[src/rtl/lfsr_enc_pkg.sv]
// Shared types and default constants for the LFSR encryption sequencer.
package lfsr_enc_pkg;

  typedef enum logic [2:0] {
    IDLE,
    RD_PRE,
    RD_TAPS,
    RD_SEED,
    LOAD,
    PREAMBLE,
    MESSAGE,
    DONE
  } enc_state_t;

  localparam int unsigned DEF_MSG_LEN  = 50;
  localparam int unsigned DEF_SRC_BASE = 0;
  localparam int unsigned DEF_CFG_BASE = 61;
  localparam int unsigned DEF_DST_BASE = 64;
  localparam logic [7:0]  DEF_PRE_CHAR = 8'h5F;

  // Longest preamble that keeps the last ciphertext byte at or below 8'hFF.
  function automatic int unsigned max_pre(input int unsigned dst_base,
                                          input int unsigned msg_len);
    return 256 - dst_base - msg_len;
  endfunction

endpackage

[src/rtl/lfsr_encrypt_ctrl.sv]
// Sequencer for the encryption datapath: reads the config words from dat_mem,
// loads lfsr6, writes the encrypted preamble and message, then pulses done.
module lfsr_encrypt_ctrl
  import lfsr_enc_pkg::*;
#(
  parameter int unsigned MSG_LEN  = DEF_MSG_LEN,
  parameter int unsigned SRC_BASE = DEF_SRC_BASE,
  parameter int unsigned CFG_BASE = DEF_CFG_BASE,
  parameter int unsigned DST_BASE = DEF_DST_BASE,
  parameter logic [7:0]  PRE_CHAR = DEF_PRE_CHAR
) (
  input  logic       clk,
  input  logic       rst_n,
  input  logic       start,
  output logic       busy,
  output logic       done,
  output logic       cfg_err,
  output logic [7:0] raddr,
  output logic [7:0] waddr,
  output logic       write_en,
  output logic [7:0] data_in,
  input  logic [7:0] data_out,
  output logic       lfsr_en,
  output logic       lfsr_load,
  output logic [5:0] taps,
  output logic [5:0] seed,
  input  logic [5:0] lfsr_state
);

  localparam logic [7:0] MAX_PRE  = 8'(max_pre(DST_BASE, MSG_LEN));
  localparam logic [7:0] LAST_MSG = 8'(MSG_LEN - 1);
  localparam logic [7:0] SRC_B    = 8'(SRC_BASE);
  localparam logic [7:0] DST_B    = 8'(DST_BASE);
  localparam logic [7:0] CFG_PRE  = 8'(CFG_BASE);
  localparam logic [7:0] CFG_TAPS = 8'(CFG_BASE + 1);
  localparam logic [7:0] CFG_SEED = 8'(CFG_BASE + 2);

  enc_state_t state;
  logic [7:0] pre_len;
  logic [7:0] wptr;
  logic [7:0] msg_idx;

  // Control FSM; write_en/lfsr_en/lfsr_load/done are set on the edge that
  // enters the state in which they must be high.
  always_ff @(posedge clk or negedge rst_n) begin
    if (!rst_n) begin
      state     <= IDLE;
      busy      <= 1'b0;
      done      <= 1'b0;
      cfg_err   <= 1'b0;
      write_en  <= 1'b0;
      lfsr_en   <= 1'b0;
      lfsr_load <= 1'b0;
      taps      <= '0;
      seed      <= '0;
      pre_len   <= '0;
      wptr      <= '0;
      msg_idx   <= '0;
    end else begin
      done      <= 1'b0;
      lfsr_load <= 1'b0;
      case (state)
        IDLE: begin
          if (start) begin
            state   <= RD_PRE;
            busy    <= 1'b1;
            cfg_err <= 1'b0;
          end
        end
        RD_PRE: begin
          if (data_out > MAX_PRE) begin
            pre_len <= MAX_PRE;
            cfg_err <= 1'b1;
          end else begin
            pre_len <= data_out;
          end
          state <= RD_TAPS;
        end
        RD_TAPS: begin
          taps <= data_out[5:0];
          if (data_out[5:0] == 6'd0) cfg_err <= 1'b1;
          state <= RD_SEED;
        end
        RD_SEED: begin
          seed <= data_out[5:0];
          if (data_out[5:0] == 6'd0) cfg_err <= 1'b1;
          lfsr_load <= 1'b1;
          state     <= LOAD;
        end
        LOAD: begin
          wptr     <= '0;
          msg_idx  <= '0;
          write_en <= 1'b1;
          lfsr_en  <= 1'b1;
          state    <= (pre_len != '0) ? PREAMBLE : MESSAGE;
        end
        PREAMBLE: begin
          wptr <= wptr + 8'd1;
          if (wptr == pre_len - 8'd1) state <= MESSAGE;
        end
        MESSAGE: begin
          wptr    <= wptr + 8'd1;
          msg_idx <= msg_idx + 8'd1;
          if (msg_idx == LAST_MSG) begin
            state    <= DONE;
            write_en <= 1'b0;
            lfsr_en  <= 1'b0;
            done     <= 1'b1;
          end
        end
        DONE: begin
          busy  <= 1'b0;
          state <= IDLE;
        end
        default: state <= IDLE;
      endcase
    end
  end

  // Memory addressing and write data; data_out is combinational from raddr,
  // so ciphertext is formed in the same cycle as the read.
  always_comb begin
    raddr   = '0;
    waddr   = DST_B;
    data_in = '0;
    case (state)
      RD_PRE:  raddr = CFG_PRE;
      RD_TAPS: raddr = CFG_TAPS;
      RD_SEED: raddr = CFG_SEED;
      PREAMBLE: begin
        waddr   = DST_B + wptr;
        data_in = PRE_CHAR ^ {2'b00, lfsr_state};
      end
      MESSAGE: begin
        raddr   = SRC_B + msg_idx;
        waddr   = DST_B + wptr;
        data_in = data_out ^ {2'b00, lfsr_state};
      end
      default: ;
    endcase
  end

endmodule

[config.mk]
export PLATFORM = sky130hd
export DESIGN_NAME = lfsr_encrypt_ctrl
export DESIGN_NICKNAME = d
export VERILOG_FILES = /design/src/rtl/lfsr_enc_pkg.sv /design/src/rtl/lfsr_encrypt_ctrl.sv
export SDC_FILE = /design/constraint.sdc
export NUM_CORES = 1
export LEC_CHECK = 0
export CELL_PAD_IN_SITES_DETAIL_PLACEMENT = 0
export CELL_PAD_IN_SITES_GLOBAL_PLACEMENT = 1
export CORE_MARGIN = 2
export CORE_UTILIZATION = 34
export CTS_CLUSTER_SIZE = 20
export DETAILED_ROUTE_END_ITERATION = 10
export PLACE_DENSITY = 0.86
export SYNTH_ARGS = -nofsm -noshare
export SYNTH_HDL_FRONTEND = slang
export SYNTH_SLANG_ARGS = --single-unit
[constraint.sdc]
create_clock -name clk -period 2 [get_ports clk]
set_clock_uncertainty 0.2 [all_clocks]
set_input_delay 0.4 -clock clk [delete_from_list [all_inputs] [get_ports clk]]
set_output_delay 0.4 -clock clk [all_outputs]
set_load 0.005 [all_outputs]
## Word-level counts from Yosys, hierarchy flattened

Cells that the tools add are included.

| storage, ports and cells | value |
|---|---|
| flip-flop bits (word level) | 44 |
| output and inout port bits | 42 |
| word-level logic and storage cells | 67 |

| operators by class | value |
|---|---|
| $add $sub $neg | 4 |
| magnitude comparators | 1 |
| equality and inequality tests | 14 |
| mux-type cells | 22 |
| bitwise operators | 2 |
| reductions and logical operators | 13 |

Operators by type and width:

| operator | count |
|---|---|
| 8-bit one-hot mux with 2 select lines | 3 |
| 8-bit one-hot mux with 4 select lines | 1 |
| 3-bit one-hot mux with 8 select lines | 1 |
| 8-bit by 1-bit adder with 8-bit output, second input constant | 2 |
| 8-bit two-way mux | 2 |
| 3-bit equality test, second input constant | 4 |
| 3-bit two-way mux | 3 |
| 7-bit by 8-bit adder with 8-bit output, first input constant | 1 |
| 8-bit by 6-bit equality test with 1-bit output, second input constant | 1 |
| 8-bit equality test | 1 |
| 8-bit > comparator, second input constant | 1 |
| 1-bit two-way mux | 8 |
| 2-bit inequality test, second input constant | 4 |
| 8-bit nonzero test | 1 |
| 8-bit by 1-bit subtractor with 8-bit output, second input constant | 1 |
| 8-bit by 6-bit bitwise XOR with 8-bit output | 1 |
| 3-bit by 2-bit equality test with 1-bit output, second input constant | 2 |
| 6-bit logical NOT | 1 |
| 5-bit inverter with 6-bit output | 1 |
| 2-bit nonzero test | 3 |
| 1-bit one-hot mux with 2 select lines | 2 |
| 2-bit AND reduction | 2 |
| 4-bit AND reduction | 1 |
| 2-bit OR reduction | 2 |
| other kinds (7) | 7 |

## Depth between registers and ports, before layout

Gate-level depths: netlist of the first run.

| depth | value |
|---|---|
| word-level depth | 4 |
| mapped depth | 8 |

## Worst setup path before layout of the first run

No wires, ideal clock.

| timing path | value |
|---|---|
| path kind | reg2reg |
| from | register pre_len[0] |
| to | register state[1] |
| library setup time | 0.067 ns |
| arrival | 1.702 ns |
| data required time | 1.733 ns |
| slack | 0.030 ns |
| cell stages (with the launch flop) | 9 |
| path buffers | 1 |
| clock period less this slack | 1.970 ns |
| path through | dfrtp_1 inv_1 ha_1 buf_2 xnor2_1 a22oi_1 o211ai_1 a2111oi_2 o221a_1 |

| between the ends | value |
|---|---|
| word-level cells in the longest chain between the ends | 4 |
| elaborated cells between the ends (all ways) | 7 |
| those cells by class | 1 x add/sub; 2 x eq/ne; 2 x mux; 2 x reduce/logical |

Ends and longest elaborated chain:

| item | line | RTL |
|---|---|---|
| start, declared | lfsr_encrypt_ctrl.sv:39 | `logic [7:0] pre_len;` |
| start signal, assigned | lfsr_encrypt_ctrl.sv:75 | `pre_len <= data_out;` |
| 8-bit by 1-bit subtractor with 8-bit output | lfsr_encrypt_ctrl.sv:99 | `if (wptr == pre_len - 8'd1) state <= MESSAGE;` |
| 8-bit equality test | lfsr_encrypt_ctrl.sv:99 |  |
| 2-bit inequality test (no source line) | -- |  |
| 3-bit AND reduction (no source line) | -- |  |
| end signal, assigned | lfsr_encrypt_ctrl.sv:95 | `state <= (pre_len != '0) ? PREAMBLE : MESSAGE;` |
| end, declared | lfsr_encrypt_ctrl.sv:38 | `enc_state_t state;` |

Parallel ways exist; a longest one is shown, timed or not.
A chain may end at the register's enable or synchronous reset.

## Final worst setup path of the first run

| timing path | value |
|---|---|
| from | register state[0] |
| to | output data_in[3] |

| between the ends | value |
|---|---|
| word-level cells in the longest chain between the ends | 2 |
| elaborated cells between the ends (all ways) | 3 |
| those cells by class | 2 x eq/ne; 1 x mux |

Ends and longest elaborated chain:

| item | line | RTL |
|---|---|---|
| 3-bit equality test | lfsr_encrypt_ctrl.sv:126 | `case (state)` |
| 8-bit one-hot mux with 2 select lines (*) | lfsr_encrypt_ctrl.sv:126 |  |
| end, declared | lfsr_encrypt_ctrl.sv:21 | `output logic [7:0] data_in,` |

Every way passes the cells marked *; elsewhere a longest branch is shown, timed or not.

==> out/qor.txt, run 1 <==
total number of vias = 2576
R2R setup slack = -140 ps
leading cell type in the layout, fill and taps excluded = buf_4
CTS tree = yes
residual DRC count = 0
Syn Nets = 311
global-route wire length before repair = 12.2 mm
GRT Total Usage = 17.9%
CTS buffer count = 5
most frequent cells in the layout = buf_4, nand2_1, dfrtp_1
Total Power = 0.00561 W
Netlist cell types = 50
clock sink count = 44
Die Span Y = 90.9 um
Antenna diodes = 0
period utilization = 110%
P&R area growth vs syn = 55.9%
fin worst setup slack = -192 ps
Yosys top cell area share = 42.9%
CP Max Fanout = 4
failing checks = setup timing
DIE WIDTH = 90.9 um
CTS Buffer Depth = 2
Initial Util = 35.2%
final setup violation count = 20
grt total ovfl = 0
Ports = 59
Hold Crit Class = reg2reg
vias in the first global route = 2512
H-Tree Level Count = 2
synth warn = 0
total wire length after detailed routing = 7.36 mm
pre-CTS WS = -387 ps
final instance area = 0.00400 mm^2
crit-path cells = nor2b_4 > buf_6 > buf_6 > nand2_2 > a21oi_2 > a21oi_1 > nor2b_1 > buf_2
Gate Count Post-Synth = 290
Cell Area, Placed = 0.00357 mm^2
largest net degree at the start of global routing = 45
1st-iter DRT viols = 109
final worst path period need = 2190 ps
fmax = 0.456 GHz
antenna-violating nets left = 0
Worst slew margin = 62.4%
Slew @ Worst Pin = 565 ps
mean post-synth cell area = 8.85 um^2
Slowest Stage Delay on Critical Path = 460 ps
Worst EP required = 1400 ps
Clk pin slew, worst setup/hold paths = 90 ps
Rows = 31
CP max-delay cell = dfrtp_2
Synth area leader = dfrtp_1
startpoint types = flip-flop
LEAKAGE = 1.82 nW
clock latency on the worst-skew pair = 290 ps
die area = 0.00826 mm^2
most used flip-flop cell after synthesis = dfrtp_1
#FFs+latches synth = 44
Final Max Slew Viols = 0
Max Cap Viol = 0
Setup Crit Path Kind = reg2out
Hold Vio Cnt, Final = 0
sequential share of the synthesized area = 42.9%
Most common cell on crit path = buf_6
synth top area cells = dfrtp_1, nand2_1, mux2_2, a21oi_1, and2_1
Wirelength per Cell = 14.5 um
reg2reg start = wptr[6]
unrepaired setup endpoints after global routing = true
power per cell area = 1400 mW/mm^2
Vias/cell = 5.08
GPL Wtd Cong = 0.847
Synth Cell Area = 0.00257 mm^2
DP Wirelength = 5.26 mm
root buffer cell = clkbuf_8
Core Region = 0.00729 mm^2
share of cells above drive strength 1 = 36.3%
maximum vdd ir drop = 0.000636 V
Post-synth EDFFs = 0
Crit. End Element = output pin
First-pass DRT Iterations = 6
Hold Path Sink = seed[0]
final net count = 428
initial antenna violation count = 0
Port Buffers = 58
asr flop ratio synth = 100%
worst r2r dst = state[1]
Hold Crit Depth = 2
Hold Path Origin = seed[0]
status = finished, violations left
Arrival @ worst endpoint = 1590 ps
FF-to-FF path depth = 7
## cell families (layout without fill, tap and decap cells)
logic type	count (synthesis)	in the layout	synth area share, %
adder cells (fa/ha/maj)	7	7	3.12
XOR/XNOR	11	11	3.75
flip-flops	44	44	42.9
multiplexers	14	14	6.04
AND/OR/NAND/NOR	123	123	24.5
buffers and inverters	26	144	4.19
AO/OA/AOI/OAI	65	65	15.5
## synthesized netlist by cell type, types with 3 or more instances
library cell	number
mux2_2	12
nand3b_1	5
xnor2_1	7
maj3_1	3
o21ai_0	15
nand4_1	4
inv_1	11
a31oi_1	4
and3_1	5
nor2_1	16
a21oi_1	26
xor2_1	4
nand3_1	10
and2_1	12
dfrtp_1	44
clkbuf_1	8
nor2b_1	8
buf_2	5
o211ai_1	3
nand2_1	46
ha_1	4
## layout make-up
| cell class | instances | area, um^2 |
|---|---|---|
| Inverter | 12 | 46.3 |
| Tap cell | 99 | 124 |
| Multi-Input combinational cell | 220 | 1500 |
| Fill cell | 704 | 3290 |
| Clock buffer | 5 | 68.8 |
| Clock inverter | 3 | 90.1 |
| Timing Repair Buffer | 124 | 1060 |
| Sequential cell | 44 | 1110 |
## stage by stage
| step | std cells | setup TNS (ps) | hold WS, ps | utilization [%] |
|---|---|---|---|---|
| floorplan | 290 | 0 | -95.6 | - |
| detailed placement | 480 | -5420 | 282 | 49.0 |
| finish | 507 | -2380 | 294 | 54.9 |
| CTS | 506 | -2320 | 302 | 53.5 |
| global route | 507 | -3770 | 336 | 54.9 |
| global placement | 480 | -4860 | 270 | 49.0 |
## what timing repair did
action                                  4_1_cts  5_1_grt
gates resized for setup                     132       28
pin swaps                                    18        6
gates cloned                                  1        0
buffers inserted                             16        3
hold buffers                                  1        0
endpoints found under the setup margin       26       31
hold endpoints to repair                      2        0
## layer usage
layer / GRT usage [%] / vias to the layer above / share of wire [%]
met5: 0 / - / 0
met4: 3.54 / 0 / 1.3
met3: 3.26 / 12 / 4.0
met2: 30.2 / 58 / 50
met1: 24.2 / 1262 / 45
li1: - / 1244 / -
## worst max path at each step
stage | startpoint | to | depth (start not counted)
3_5_place_dp | data_out[5] | data_in[5] | 5
5_1_grt | state[1] | data_in[3] | 8
4_1_cts | state[0] | data_in[3] | 8
6_report | state[0] | data_in[3] | 8
2_1_floorplan | pre_len[0] | state[1] | 8
3_3_place_gp | data_out[3] | data_in[3] | 6
## power breakdown
group          internal, W  switching (W)  total, W  leakage (nW)
Combinational      0.00179        0.00140   0.00319          1.20
Clock             0.000625       0.000311  0.000936        0.0784
Sequential         0.00120       0.000280   0.00148         0.540
Total              0.00362        0.00199   0.00561          1.82
## registers in the layout, summed over array words and instances, names as in the netlist
| signal | cells |
|---|---|
| taps | 6 |
| seed | 6 |
| busy | 1 |
| done | 1 |
| wptr | 8 |
| lfsr_en | 1 |
| cfg_err | 1 |
| lfsr_load | 1 |
| msg_idx | 8 |
| state | 3 |
| pre_len | 8 |
## critical path, delay by kind of cell, from the launching register on
family,cells,cell delay (ps)
AOI/OAI and AO/OA,2,160
buffers and inverters,3,360
and+or+nand+nor,3,320
DFF,1,460
Power figures use the tool's default switching activity.
==> run 2, diff against run 1 <==
--- a/config.mk
+++ b/config.mk
@@ -8,10 +8,10 @@
 export CELL_PAD_IN_SITES_DETAIL_PLACEMENT = 0
 export CELL_PAD_IN_SITES_GLOBAL_PLACEMENT = 1
 export CORE_MARGIN = 2
-export CORE_UTILIZATION = 34
+export CORE_UTILIZATION = 37
 export CTS_CLUSTER_SIZE = 20
 export DETAILED_ROUTE_END_ITERATION = 10
-export PLACE_DENSITY = 0.86
+export PLACE_DENSITY = 0.88
 export SYNTH_ARGS = -nofsm -noshare
 export SYNTH_HDL_FRONTEND = slang
 export SYNTH_SLANG_ARGS = --single-unit
==> constraint.sdc (replaced) <==
create_clock -name clk -period 2.35 [get_ports clk]
set_clock_uncertainty 0.2 [all_clocks]
set_input_delay 0.47 -clock clk [delete_from_list [all_inputs] [get_ports clk]]
set_output_delay 0.47 -clock clk [all_outputs]
set_load 0.005 [all_outputs]
==> out/qor.txt, run 2 (synthesis gave the netlist of run 1 again) <==
status = finished, violations left
failing checks = setup timing
Initial Util = 38.0%
First-pass DRT Iterations = 4
clock sink count = 44
Final Max Slew Viols = 0
Max Cap Viol = 0
H-Tree Level Count = 2
Total Power = 0.00396 W
Antenna diodes = 0
vias in the first global route = 2359
Setup Crit Path Kind = reg2out
combinational share of power = 56.3%
Core Region = 0.00676 mm^2
Port Buffers = 58
maximum vdd ir drop = 0.000604 V
Vias/cell = 5.17
final net count = 396
residual DRC count = 0
reg2reg start = pre_len[1]
CTS buffer count = 5
leading cell type in the layout, fill and taps excluded = nand2_1
GRT Total Usage = 18.5%
DIE WIDTH = 87.3 um
LEAKAGE = 1.63 nW
initial antenna violation count = 0
final worst path period need = 2360 ps
CTS tree = yes
P_int = 0.00246 W
share of cells above drive strength 1 = 18.4%
Die Span Y = 87.3 um
Sw Ratio = 37.9%
clock latency on the worst-skew pair = 290 ps
Final Util = 52.8%
startpoint types = flip-flop
Worst slew margin = 64.2%
setup TNS = -9.15 ps
Rows = 30
Hold Crit Class = reg2reg
crit path launch = state[0]
net load switching power = 0.00150 W
period utilization = 100%
Ports = 59
grt total ovfl = 0
die area = 0.00762 mm^2
power per cell area = 1110 mW/mm^2
Reg power frac = 31.5%
most frequent cells in the layout = nand2_1, dfrtp_1, clkdlybuf4s50_1
Regs by FF count = msg_idx: 8 flops, pre_len: 8 flops, wptr: 8 flops
final setup violation count = 1
Hold Path Origin = seed[0]
fmax = 0.424 GHz
Slew @ Worst Pin = 535 ps
Filler Cells Inserted = 660
Clk pin slew, worst setup/hold paths = 80 ps
1st-iter DRT viols = 171
Arrival @ worst endpoint = 1690 ps
fin worst setup slack = -9.15 ps
Wirelength per Cell = 14.3 um
root buffer cell = clkbuf_8
unrepaired setup endpoints after global routing = true
CTS Buffer Depth = 2
CP Max Fanout = 10
Hold Vio Cnt, Final = 0
GPL Wtd Cong = 0.825
DP Wirelength = 4.88 mm
Worst EP required = 1680 ps
antenna-violating nets left = 0
global-route wire length before repair = 11.2 mm
total wire length after detailed routing = 6.54 mm
P&R area growth vs syn = 38.9%
Crit. End Element = output pin
Clock power frac = 12.2%
largest net degree at the start of global routing = 30
total number of vias = 2357
run 2: worst max-delay path: stages (launching register included):
cell	delay [ps]
dfrtp_2	430
buf_4	190
o21ai_0	130
and2_1	150
clkdlybuf4s50_1	500
run 2: power groups by stage:
stage / Clock [W] / Combinational (W) / Sequential, W
final: 0.000484 / 0.00223 / 0.00125
after global placement: 0 / 0.00210 / 0.00125
after floorplan: 0 / 0.00113 / 0.00122
after CTS: 0.000497 / 0.00218 / 0.00125
after global routing: 0.000530 / 0.00246 / 0.00129
after detailed placement: 0 / 0.00212 / 0.00126
run 2: timing repair:
action,4_1_cts,5_1_grt
buffers inserted,6,0
endpoints found under the setup margin,23,13
hold buffers,1,0
endpoints found under the hold margin,15,0
gates resized for setup,41,12
pin swaps,3,1
gates cloned,0,0
run 2: cell type report:
| class | count | area (um^2) | share of cell area (%) |
|---|---|---|---|
| Clock buffer | 8 | 90.1 | 2.53 |
| Inverter | 12 | 45.0 | 1.26 |
| Multi-Input combinational cell | 220 | 1410 | 39.5 |
| Sequential cell | 44 | 1100 | 30.9 |
| Tap cell | 80 | 100 | 2.81 |
| Timing Repair Buffer | 92 | 822 | 23.0 |
run 2: worst paths after layout:
check / endpoint / slack [ps] / depth (start not counted)
max: raddr[1] / -9 / 4
max reg2reg: state[1] / 120 / 7
max in group asynchronous: pre_len[5] / 1030 / 3
min in group asynchronous: msg_idx[3] / 430 / 2
min reg2reg: seed[0] / 300 / 2
min: seed[0] / 300 / 2
run 2: layer usage:
layer  share of wire [%]  GRT usage (%)
met1                  48           24.8
met2                  48           31.1
met3                 3.6           3.60
met4                0.37           3.36
met5                   0              0
run 2: stage by stage:
step / cells / worst slack (ps) / cell area [um^2] / hold slack, ps
floorplan: 290 / 314 / 2570 / -25.6
global placement: 441 / -158 / 3400 / 218
detailed placement: 441 / -178 / 3400 / 223
CTS: 456 / -6.56 / 3530 / 310
global route: 456 / -85.5 / 3570 / 337
finish: 456 / -9.15 / 3570 / 298
==> run 3, diff against run 2 <==
--- a/config.mk
+++ b/config.mk
@@ -11,6 +11,7 @@
 export CORE_UTILIZATION = 37
 export CTS_CLUSTER_SIZE = 20
 export DETAILED_ROUTE_END_ITERATION = 10
+export GPL_TIMING_DRIVEN = 0
 export PLACE_DENSITY = 0.88
 export SYNTH_ARGS = -nofsm -noshare
 export SYNTH_HDL_FRONTEND = slang
==> constraint.sdc (replaced) <==
create_clock -name clk -period 2.4 [get_ports clk]
set_clock_uncertainty 0.2 [all_clocks]
set_input_delay 0.48 -clock clk [delete_from_list [all_inputs] [get_ports clk]]
set_output_delay 0.48 -clock clk [all_outputs]
set_load 0.005 [all_outputs]
==> out/qor.txt, run 3 (synthesis gave the netlist of run 1 again) <==
status = finished, violations left
failing checks = setup timing
Die Span Y = 87.3 um
P&R area growth vs syn = 43.5%
fin worst setup slack = -22.1 ps
largest net degree at the start of global routing = 28
Worst EP required = 1720 ps
Most common cell on crit path = buf_6
Antenna diodes = 0
DIE WIDTH = 87.3 um
grt total ovfl = 0
Slew @ Worst Pin = 519 ps
initial antenna violation count = 0
vias in the first global route = 2524
Regs by FF count = msg_idx: 8 flops, pre_len: 8 flops, wptr: 8 flops
Slowest Stage Delay on Critical Path = 450 ps
Hold Crit Class = reg2reg
Cell Area, Placed = 0.00326 mm^2
H-Tree Level Count = 2
CP Max Fanout = 5
crit path launch = state[0]
1st-iter DRT viols = 163
crit-path cells = buf_6 > nand2b_4 > clkbuf_16 > a21boi_4 > buf_6 > buf_6 > and2_4 > buf_6
residual DRC count = 0
Initial Util = 38.0%
reg2reg start = pre_len[1]
final instance area = 0.00368 mm^2
leading cell type in the layout, fill and taps excluded = nand2_1
total number of vias = 2496
CTS tree = yes
DP Wirelength = 4.92 mm
clock latency on the worst-skew pair = 300 ps
Worst slew margin = 65.3%
CP Depth = 8
Hold Path Origin = seed[0]
die area = 0.00762 mm^2
startpoint types = flip-flop
Arrival @ worst endpoint = 1740 ps
Inst Count DP = 429
Core Region = 0.00676 mm^2
crit-path leading delay family = buffers and inverters
worst r2r dst = state[1]
unrepaired setup endpoints after global routing = true
most frequent cells in the layout = nand2_1, dfrtp_1, clkdlybuf4s50_1
antenna-violating nets left = 0
global-route wire length before repair = 12.2 mm
R2R setup slack = 210 ps
fmax = 0.413 GHz
Final Max Slew Viols = 0
CTS buffer count = 5
total wire length after detailed routing = 7.29 mm
power per cell area = 1160 mW/mm^2
final worst path period need = 2420 ps
Setup Crit Path Kind = reg2out
Total Power = 0.00428 W
LEAKAGE = 1.69 nW
Rows = 30
Ports = 59
FF-to-FF path depth = 8
period utilization = 101%
Wirelength per Cell = 15.8 um
Clk pin slew, worst setup/hold paths = 90 ps
GPL Wtd Cong = 0.795
Fin Hold WS = 286 ps
Port Buffers = 58
maximum vdd ir drop = 0.000465 V
crit path to = waddr[4]
pre-CTS WS = -633 ps
final setup violation count = 2
CP max-delay cell = dfrtp_2
share of cells above drive strength 1 = 21.3%
final net count = 401
Max Cap Viol = 0
Crit. End Element = output pin
Hold Vio Cnt, Final = 0
root buffer cell = clkbuf_8
final non-filler cell total = 461
Vias/cell = 5.41
First-pass DRT Iterations = 4
clock sink count = 44
GRT Total Usage = 19.9%
CTS Buffer Depth = 2
CP Buf/Inv Count = 5
run 3: how the worst min path moves through the flow:
stage | cells past startpoint | slack [ps] | to
2_1_floorplan | 0 | -20 | busy
3_3_place_gp | 2 | 270 | seed[0]
3_5_place_dp | 1 | 250 | msg_idx[7]
4_1_cts | 2 | 300 | seed[0]
5_1_grt | 1 | 320 | taps[5]
6_report | 2 | 290 | seed[0]
run 3: metal layers:
| metal | wire length [um] | track usage (%) |
|---|---|---|
| met1 | 3320 | 26.1 |
| met2 | 3480 | 32.7 |
| met3 | 348 | 3.79 |
| met4 | 141 | 6.85 |
| met5 | 0 | 0 |
run 3: power breakdown:
| part | switching [W] | internal (W) | leakage (nW) |
|---|---|---|---|
| clock network | 0.000281 | 0.000314 | 0.0583 |
| registers | 0.000235 | 0.000998 | 0.541 |
| logic | 0.00113 | 0.00132 | 1.09 |
run 3: cell type report:
class                           count  area (um^2)
Buffer                             13          118
Clock buffer                        5         68.8
Clock inverter                      3         47.5
Fill cell                         615         3070
Inverter                           12         57.6
Multi-Input combinational cell    221         1450
Sequential cell                    44         1100
Tap cell                           80          100
Timing Repair Buffer               83          741
run 3: worst min-delay path, stage by stage (launching register included):
cell and delay, ps:
dfrtp_1 350, nand2_1 50, o21ai_0 60
run 3: per-stage QoR:
| step | util (%) | TNS, ps |
|---|---|---|
| 2_1_floorplan | - | 0 |
| 3_3_place_gp | 48.1 | -33070 |
| 3_5_place_dp | 48.3 | -8970 |
| 4_1_cts | 53.4 | -214 |
| 5_1_grt | 54.5 | -303 |
| 6_report | 54.5 | -22.2 |
run 3: what timing repair did:
action	in CTS	in global routing
hold buffers	1	0
hold endpoints to repair	17	0
buffers inserted	14	8
setup endpoints to repair	24	15
pin swaps	6	3
cloned	2	0
gates resized for setup	72	20
